**src/rtl/blink_pkg.sv**
```systemverilog
// Shared types and sizes for the LED blink sequencer.
// State encoding for the sequencer FSM plus default field widths.
package blink_pkg;

    localparam int CNT_W      = 16;
    localparam int DUR_W      = 8;
    localparam int TICK_SEL_W = 4;

    typedef enum logic [1:0] {
        IDLE,
        ON,
        OFF
    } state_t;

endpackage

```
**src/rtl/tick_gen.sv**
```systemverilog
// Time-base pulse: one-cycle tick on each rising edge of the selected count bit.
// Latency: tick is combinational from the count, edge history is one register.
// Backpressure: none; ticks are not stored, a consumer that is not listening misses them.
module tick_gen
    import blink_pkg::*;
#(
    parameter int CNT_W = blink_pkg::CNT_W
) (
    input  logic                  clk,
    input  logic                  rst_n,
    input  logic [CNT_W-1:0]      currentCount,
    input  logic [TICK_SEL_W-1:0] sel,
    output logic                  tick
);

    logic bit_cur;
    logic prev_q;

    assign bit_cur = currentCount[sel];

    // Reloading to 1 keeps a high bit at reset release from looking like an edge.
    always_ff @(posedge clk) begin
        if (!rst_n) begin
            prev_q <= 1'b1;
        end else begin
            prev_q <= bit_cur;
        end
    end

    assign tick = bit_cur & ~prev_q;

endmodule

```
**src/rtl/blink_sequencer.sv**
```systemverilog
// Runs programmed on/off blink sequences on blink_wire from commands.
// Latency: accept -> blink_wire/busy high in 1 cycle; phase changes 1 cycle after the ending tick.
// Backpressure: cmd_ready is high only while idle and enabled; ena low freezes everything.
module blink_sequencer
    import blink_pkg::*;
#(
    parameter int CNT_W = blink_pkg::CNT_W,
    parameter int DUR_W = blink_pkg::DUR_W
) (
    input  logic                  clk,
    input  logic                  rst_n,
    input  logic                  ena,
    input  logic [CNT_W-1:0]      currentCount,
    input  logic [TICK_SEL_W-1:0] tick_sel,
    input  logic                  cmd_valid,
    output logic                  cmd_ready,
    input  logic [DUR_W-1:0]      cmd_on,
    input  logic [DUR_W-1:0]      cmd_off,
    input  logic [DUR_W-1:0]      cmd_reps,
    input  logic                  abort,
    output logic                  blink_wire,
    output logic                  busy,
    output logic                  done,
    output logic [DUR_W-1:0]      reps_left
);

    localparam logic [DUR_W-1:0] ONE = DUR_W'(1);

    state_t                  state_q, state_d;
    logic [DUR_W-1:0]        timer_q, timer_d;
    logic [DUR_W-1:0]        left_q, left_d;
    logic [DUR_W-1:0]        on_q, on_d;
    logic [DUR_W-1:0]        off_q, off_d;
    logic [DUR_W-1:0]        reps_q, reps_d;
    logic [TICK_SEL_W-1:0]   sel_q, sel_d;
    logic                    blink_q, blink_d;
    logic                    done_q, done_d;
    logic                    tick;

    tick_gen #(.CNT_W(CNT_W)) u_tick_gen (
        .clk          (clk),
        .rst_n        (rst_n),
        .currentCount (currentCount),
        .sel          (sel_q),
        .tick         (tick)
    );

    assign cmd_ready  = (state_q == IDLE) & ena & rst_n;
    assign blink_wire = blink_q;
    assign busy       = (state_q != IDLE);
    assign done       = done_q;
    assign reps_left  = left_q;

    always_comb begin
        state_d = state_q;
        timer_d = timer_q;
        left_d  = left_q;
        on_d    = on_q;
        off_d   = off_q;
        reps_d  = reps_q;
        sel_d   = sel_q;
        blink_d = blink_q;
        done_d  = 1'b0;
        if (ena) begin
            case (state_q)
                IDLE: begin
                    if (cmd_valid && cmd_ready) begin
                        sel_d  = tick_sel;
                        on_d   = cmd_on;
                        off_d  = cmd_off;
                        reps_d = cmd_reps;
                        if (cmd_on == '0) begin
                            done_d = 1'b1;
                        end else begin
                            state_d = ON;
                            timer_d = cmd_on;
                            left_d  = cmd_reps;
                            blink_d = 1'b1;
                        end
                    end
                end
                ON, OFF: begin
                    if (abort) begin
                        state_d = IDLE;
                        blink_d = 1'b0;
                        left_d  = '0;
                    end else if (tick) begin
                        if (timer_q > ONE) begin
                            timer_d = timer_q - ONE;
                        end else if (state_q == ON && off_q != '0) begin
                            state_d = OFF;
                            timer_d = off_q;
                            blink_d = 1'b0;
                        end else if (reps_q != '0 && left_q == ONE) begin
                            state_d = IDLE;
                            blink_d = 1'b0;
                            left_d  = '0;
                            done_d  = 1'b1;
                        end else begin
                            // Rep-end: infinite mode (reps_q==0) keeps left at 0.
                            if (reps_q != '0 && left_q > ONE) begin
                                left_d = left_q - ONE;
                            end
                            state_d = ON;
                            timer_d = on_q;
                            blink_d = 1'b1;
                        end
                    end
                end
                default: state_d = IDLE;
            endcase
        end
    end

    always_ff @(posedge clk) begin
        if (!rst_n) begin
            state_q <= IDLE;
            timer_q <= '0;
            left_q  <= '0;
            on_q    <= '0;
            off_q   <= '0;
            reps_q  <= '0;
            sel_q   <= '0;
            blink_q <= 1'b0;
            done_q  <= 1'b0;
        end else begin
            state_q <= state_d;
            timer_q <= timer_d;
            left_q  <= left_d;
            on_q    <= on_d;
            off_q   <= off_d;
            reps_q  <= reps_d;
            sel_q   <= sel_d;
            blink_q <= blink_d;
            done_q  <= done_d;
        end
    end

endmodule
```
**config.mk**
```make
export PLATFORM = sky130hd
export DESIGN_NAME = blink_sequencer
export DESIGN_NICKNAME = d
export VERILOG_FILES = /design/src/rtl/blink_pkg.sv /design/src/rtl/tick_gen.sv /design/src/rtl/blink_sequencer.sv
export SDC_FILE = /design/constraint.sdc
export NUM_CORES = 1
export LEC_CHECK = 0
export ABC_AREA = 1
export CAP_MARGIN = 10
export CORE_MARGIN = 3
export CORE_UTILIZATION = 47
export CTS_CLUSTER_SIZE = 20
export DETAILED_ROUTE_END_ITERATION = 7
export PLACE_DENSITY = 0.77
export SETUP_SLACK_MARGIN = 0.02
export SYNTH_ARGS = -nofsm -noshare
export SYNTH_HDL_FRONTEND = slang
export SYNTH_SLANG_ARGS = --single-unit
```
**constraint.sdc**
```tcl
create_clock -name clk -period 2.1 [get_ports clk]
set_clock_uncertainty 0.15 [all_clocks]
set_input_delay 0.42 -clock clk [delete_from_list [all_inputs] [get_ports clk]]
set_output_delay 0.42 -clock clk [all_outputs]
set_load 0.005 [all_outputs]
```
# Yosys cells after proc, flatten, opt, wreduce, memory -nomap -nowiden
# Index checks and enable logic that the tools add are counted.
# op_classes
add_sub_neg	2
multipliers	0
div	0
magnitude_cmp	3
eq_ne	12
shifts	0
muxes	43
bitwise_logic	4
n_reduce_logical	17
# op_table
cell	n
two-way mux 8 bit	15
one-hot mux 8 bit (2 select lines)	2
greater-than comparator 8 x 1 -> 1 bit (second input constant)	2
two-way mux 1 bit	16
nonzero test 8 bit	2
subtractor 8 x 1 -> 8 bit (second input constant)	2
two-way mux 2 bit	6
inequality test 3 bit (second input constant)	3
equality test 8 x 1 -> 1 bit (second input constant)	1
logical NOT 8 bit	1
inequality test 4 bit (second input constant)	2
AND reduction 8 bit	1
AND reduction 7 bit	1
inequality test 2 bit (second input constant)	3
AND reduction 6 bit	1
less-than comparator 4 x 5 -> 1 bit (second input constant)	1
AND reduction 5 bit	1
binary-select mux 1 bit (select 4 bit)	1
logical AND 1 bit	4
one-hot mux 1 bit (2 select lines)	2
one-hot mux 2 bit (2 select lines)	1
nonzero test 2 bit	2
AND 1 bit	3
AND reduction 3 bit	1
7 further kinds	7
# word_totals
ff_bits	49
latch_bits	0
ramBits	0
romBits	0
input_bits	49
output_inout_bits	12
n_memories	0

# Logic depth before layout (Yosys ltp)
# Gate-level depths: netlist (run 1).
# depth
ltp_word	9
depth_mapped	15
ltp_nobuf	13

# Hierarchy
# A second synthesis (run 1) with hierarchy kept.
# unflattened
cells_unflattened	485
hier_area_um2	3026.7
# by_module_without_submodules
mod	instances	cells_per_inst	area_per_inst_um2	seq_area_each_um2
blink_sequencer	1	435	2763.9	960.9
tick_gen	1	50	262.8	20.0

# Least setup slack after synthesis (run 1)
# OpenSTA, ideal clock, no wires.
# synth_timing
kind	register to register
start	register state_q[0]
end	register left_q[5], in the netlist reps_left[5]
t_arrival_ns	1.700
path_slack_ns	0.138
stages_incl_launch_ff	11
n_path_buf	1
period_less_slack_ns	1.962
path_cell_list	dfxtp_1 > inv_1 > ha_1 > clkinv_1 > nor2_1 > or2_2 > nand2_4 > nand3_4 > buf_6 > nor2_1 > nor2_1
# synth_via
elab_chain_cells	6
# synth_rtl
item	line_no	text
start: declaration	blink_sequencer.sv:29	state_t state_q, state_d;
start signal: assignment	blink_sequencer.sv:127	state_q <= state_d;
logical NOT 2 bit	blink_sequencer.sv:48, blink_sequencer.sv:65	
AND 1 bit (2 in series)	blink_sequencer.sv:48	assign cmd_ready = (state_q == IDLE) & ena & rst_n;
logical AND 1 bit	blink_sequencer.sv:67	if (cmd_valid && cmd_ready) begin
inequality test 2 x 1 -> 1 bit (no source line)	--	
AND reduction 8 bit (no source line)	--	
end signal: assignment	blink_sequencer.sv:129	left_q <= left_d;
end: declaration	blink_sequencer.sv:31	logic [DUR_W-1:0] left_q, left_d;
# Several ways; a longest one is shown, not always the timed one.
# A chain may end at the register's enable or synchronous reset.

# Worst setup path after layout (run 1)
# layout_timing
start	input port ena
end	output port cmd_ready
# layout_via
elab_chain_cells	2
# layout_rtl
item	line_no	text
start: declaration	blink_sequencer.sv:12	input logic ena,
AND 1 bit (2 in series)	blink_sequencer.sv:48	
end: declaration	blink_sequencer.sv:16	output logic cmd_ready,
# No other way between the ends.

==> results.ini, run 1 <==
[synth]
synthArstFlopShare_pct=0
synth_cell_types=32
synth_area_mm2=0.00303
syn-num-nets=528
synth_edf_count=0
synth_compound_area_share_pct=15.1
synth_cells=472
post_synth_fa_ha_maj_area_fraction_pct=2.89
ys.warnings.count=0
synthSimpleGateAreaFrac_pct=34.7
syn_area_per_cell_um2=6.42
synthMuxAreaShare_pct=0
synth_top_area_share_pct=32.4
yosysSeqAreaShare_pct=32.4
synth_top_area_cell=dfxtp_1
synth_top_family_by_area=simple AND/OR/NAND/NOR gates
synthFlopType=dfxtp_1
synthXorXnorAreaFrac_pct=2.89
ys_seq_elements=49
synth_area_leaders=dfxtp_1 32%, nand2_1 11%, nor2_1 9.0%, inv_1 7.7%, o21ai_0 7.6%

[drt]
drt_iter0_drc=167
antenna_left=0
drt_wl_total_um=8510
detail_route.wl_per_cell_um=13.5
num_vias=3309
drc=0
firstDrtPassIters=5
viasPerCell=5.24

[grt]
grt_pass1_wl_um=13700
grt_start_max_net_pins=45
grt_pass1_vias=3189
antenna_found_initial=0
use_met2_pct=39.0
met3_usage_pct=2.47
groute.usage.overall_pct=22.4
grt_overflow_total=0
grt-busiest-layer=met2
met1_usage_pct=28.3

[setup_path]
r2r-start=state_q[1]$_SDFFE_PN0P_
worstPathRequired_ns=1.53
cp_num_buf_inv=3
cp-startpoint=ena
crit_slowest_cell=clkdlybuf4s50_1
end_kind=output pin
r2r_slack_ns=0.11
cp_top_family=buffers and inverters
path_class=input pin to output pin
path_max_fanout=3
slowest_delay_ns=0.52
worst_setup_path_start_kind=input pin
rr_worst_depth=12
cp.depth=4
arrival_ns=1.45
path_cells=clkdlybuf4s50_1 > inv_1 > nor3_1 > dlygate4sd2_1

[sta]
setup_ws_ns=0.0831
slew_violations=0
holdWs_ns=0.310
post-route-period-util_pct=96.0
relSlewSlack_pct=66.0
fin_crit_ns=2.02
finalHoldViolCount=0
finalSetupViolCount=0
tightest_slew_ns=0.507
fmax_ghz=0.496
rsz0062_at_grt=true

[die]
coreArea_mm2=0.00610
io_pins=61
dieArea_mm2=0.00744
initial_core_util_pct=49.7
rows=28
die_height_um=86.3
chipWidth_um=86.3

[pwr]
ir_worst_vdd_mv=0.414
cellPowerDensity_mw_per_mm2=665
leakage_nw=1.84

[cells_and_area]
drive_above_1_share_pct=14.4
regArea_um2=986
final_core_util_pct=66.7
nets=613
multi_input_area_mm2=0.00176
n_antenna_cell=0
fill_cells=564
area_delta_synth_final_pct=34.2

[worst_hold_path]
min_path_cells=2
min_from=on_q[7]$_SDFFE_PN0P_
min_path_type=register to register

[place]
globalplace.congestion=0.939
numPortBuffers=60
place_hpwl_um=6140
place_ws_ns=-0.321

[cts]
cts_buffer_depth=2
cts_sinks=49
cts.htree.levels=2
cts-root-buf=clkbuf_8
clk_pin_slew_ns=0.09
clk_latency_ns=0.31
cts_buffers=5
cts_tree=done

[run_status]
outcome=complete, no violations

[job]
cap_viol_max_count=0

==> what timing repair did <==
| item | in CTS | in global routing |
|---|---|---|
| setup buffers | 0 | 3 |
| setup endpoints to repair | 7 | 21 |
| gates cloned | 0 | 2 |
| hold buffers | 0 | 0 |
| gates resized for setup | 4 | 26 |
| pin swaps | 0 | 12 |
==> power by group <==
part	internal (mW)	switching, mW	total [mW]
clock	0.230	0.327	0.557
combinational	0.493	0.580	1.07
sequential	1.01	0.0680	1.07
total	1.73	0.975	2.70
==> layout make-up <==
class | count | share of cell area, %
clock inverter | 2 | 0.400
inverter | 68 | 6.43
clock buffer | 5 | 1.69
multi-input combinational | 339 | 43.3
sequential | 49 | 24.3
timing repair buffer | 94 | 21.6
tap | 75 | 2.31
==> layout by cell type, fill, tap and decap left out, drive strengths merged <==
cell           synthesis  routed
xor2                   9       9
nand2                 94      94
o211ai                 1       1
clkdlybuf4s50          0      57
clkinv                 3       3
nor2                  76      76
xnor2                  1       1
nor3                   8       8
dlygate4sd2            0       3
ha                     7       7
o21ai                 51      51
a21oi                 35      35
inv                   65      65
nand3                 40      41
dfxtp                 49      49
clkbuf                12       5
nand4                 12      12
buf                    5      34
or2                    4       4
clkinvlp               0       2
==> worst min-delay path, delay by kind of cell (launching register included) <==
kind / cells / cell delay [ns]
AOI/OAI and AO/OA: 1 / 0.05
buffers and inverters: 1 / 0.06
DFF: 1 / 0.31
==> cells by family after synthesis <==
family	Yosys count
AO/OA/AOI/OAI	87
XOR/XNOR	10
adder cells (fa/ha/maj)	7
buffers and inverters	85
flip-flops	49
AND/OR/NAND/NOR	234
==> synthesized netlist by cell type, types with 2 or more instances <==
master / n
a21oi_1: 35
buf_4: 2
buf_6: 2
clkbuf_1: 10
clkbuf_8: 2
clkinv_1: 3
dfxtp_1: 49
ha_1: 7
inv_1: 62
inv_2: 2
nand2_1: 90
nand2_2: 3
nand3_1: 38
nand4_1: 11
nor2_1: 73
nor2_2: 2
nor3_1: 5
nor3_2: 2
o21ai_0: 46
o21ai_2: 5
or2_2: 4
xor2_1: 9
==> registers in the layout, indices dropped and copies added, names as in the netlist <==
signal / flops
on_q: 8
blink_wire: 1
reps_q: 8
u_tick_gen.prev_q: 1
done: 1
sel_q: 4
state_q: 2
timer_q: 8
reps_left: 8
off_q: 8
==> metrics by stage <==
stage / instances / instance area (um2) / total power, mW / TNS, ns
global route: 632 / 4070 / 2.86 / -0.106
finish: 632 / 4070 / 2.70 / 0
floorplan: 472 / 3030 / 1.71 / 0
CTS: 627 / 3940 / 2.64 / 0
global placement: 620 / 3850 / 2.06 / -6.14
detailed placement: 620 / 3850 / 2.09 / -7.75
==> routing by layer <==
layer | vias to the layer above | wire (um)
met5 | - | 0
met4 | 0 | 156
met3 | 14 | 406
met2 | 105 | 4220
met1 | 1520 | 3720
li1 | 1670 | -
==> path summary, 6_finish.rpt <==
check	endpoint
max	cmd_ready
min	on_q[7]$_SDFFE_PN0P_
max reg2reg	timer_q[1]$_SDFFE_PN0P_
min reg2reg	on_q[7]$_SDFFE_PN0P_
(Power assumes the default switching activity.)
==> run 2: changes to the inputs <==
--- a/config.mk
+++ b/config.mk
@@ -13,6 +13,7 @@
 export DETAILED_ROUTE_END_ITERATION = 7
 export PLACE_DENSITY = 0.77
 export SETUP_SLACK_MARGIN = 0.02
+export SLEW_MARGIN = 20
 export SYNTH_ARGS = -nofsm -noshare
 export SYNTH_HDL_FRONTEND = slang
 export SYNTH_SLANG_ARGS = --single-unit
==> results of run 2 <==
No change in the layout: final DEF, timing and power equal those of run 1.
==> run 3: changes to the inputs <==
--- a/config.mk
+++ b/config.mk
@@ -13,7 +13,7 @@
 export DETAILED_ROUTE_END_ITERATION = 7
 export PLACE_DENSITY = 0.77
 export SETUP_SLACK_MARGIN = 0.02
-export SLEW_MARGIN = 20
+export SLEW_MARGIN = 5
 export SYNTH_ARGS = -nofsm -noshare
 export SYNTH_HDL_FRONTEND = slang
 export SYNTH_SLANG_ARGS = --single-unit
==> results of run 3 <==
No change in the layout: final DEF, timing and power equal those of run 1.
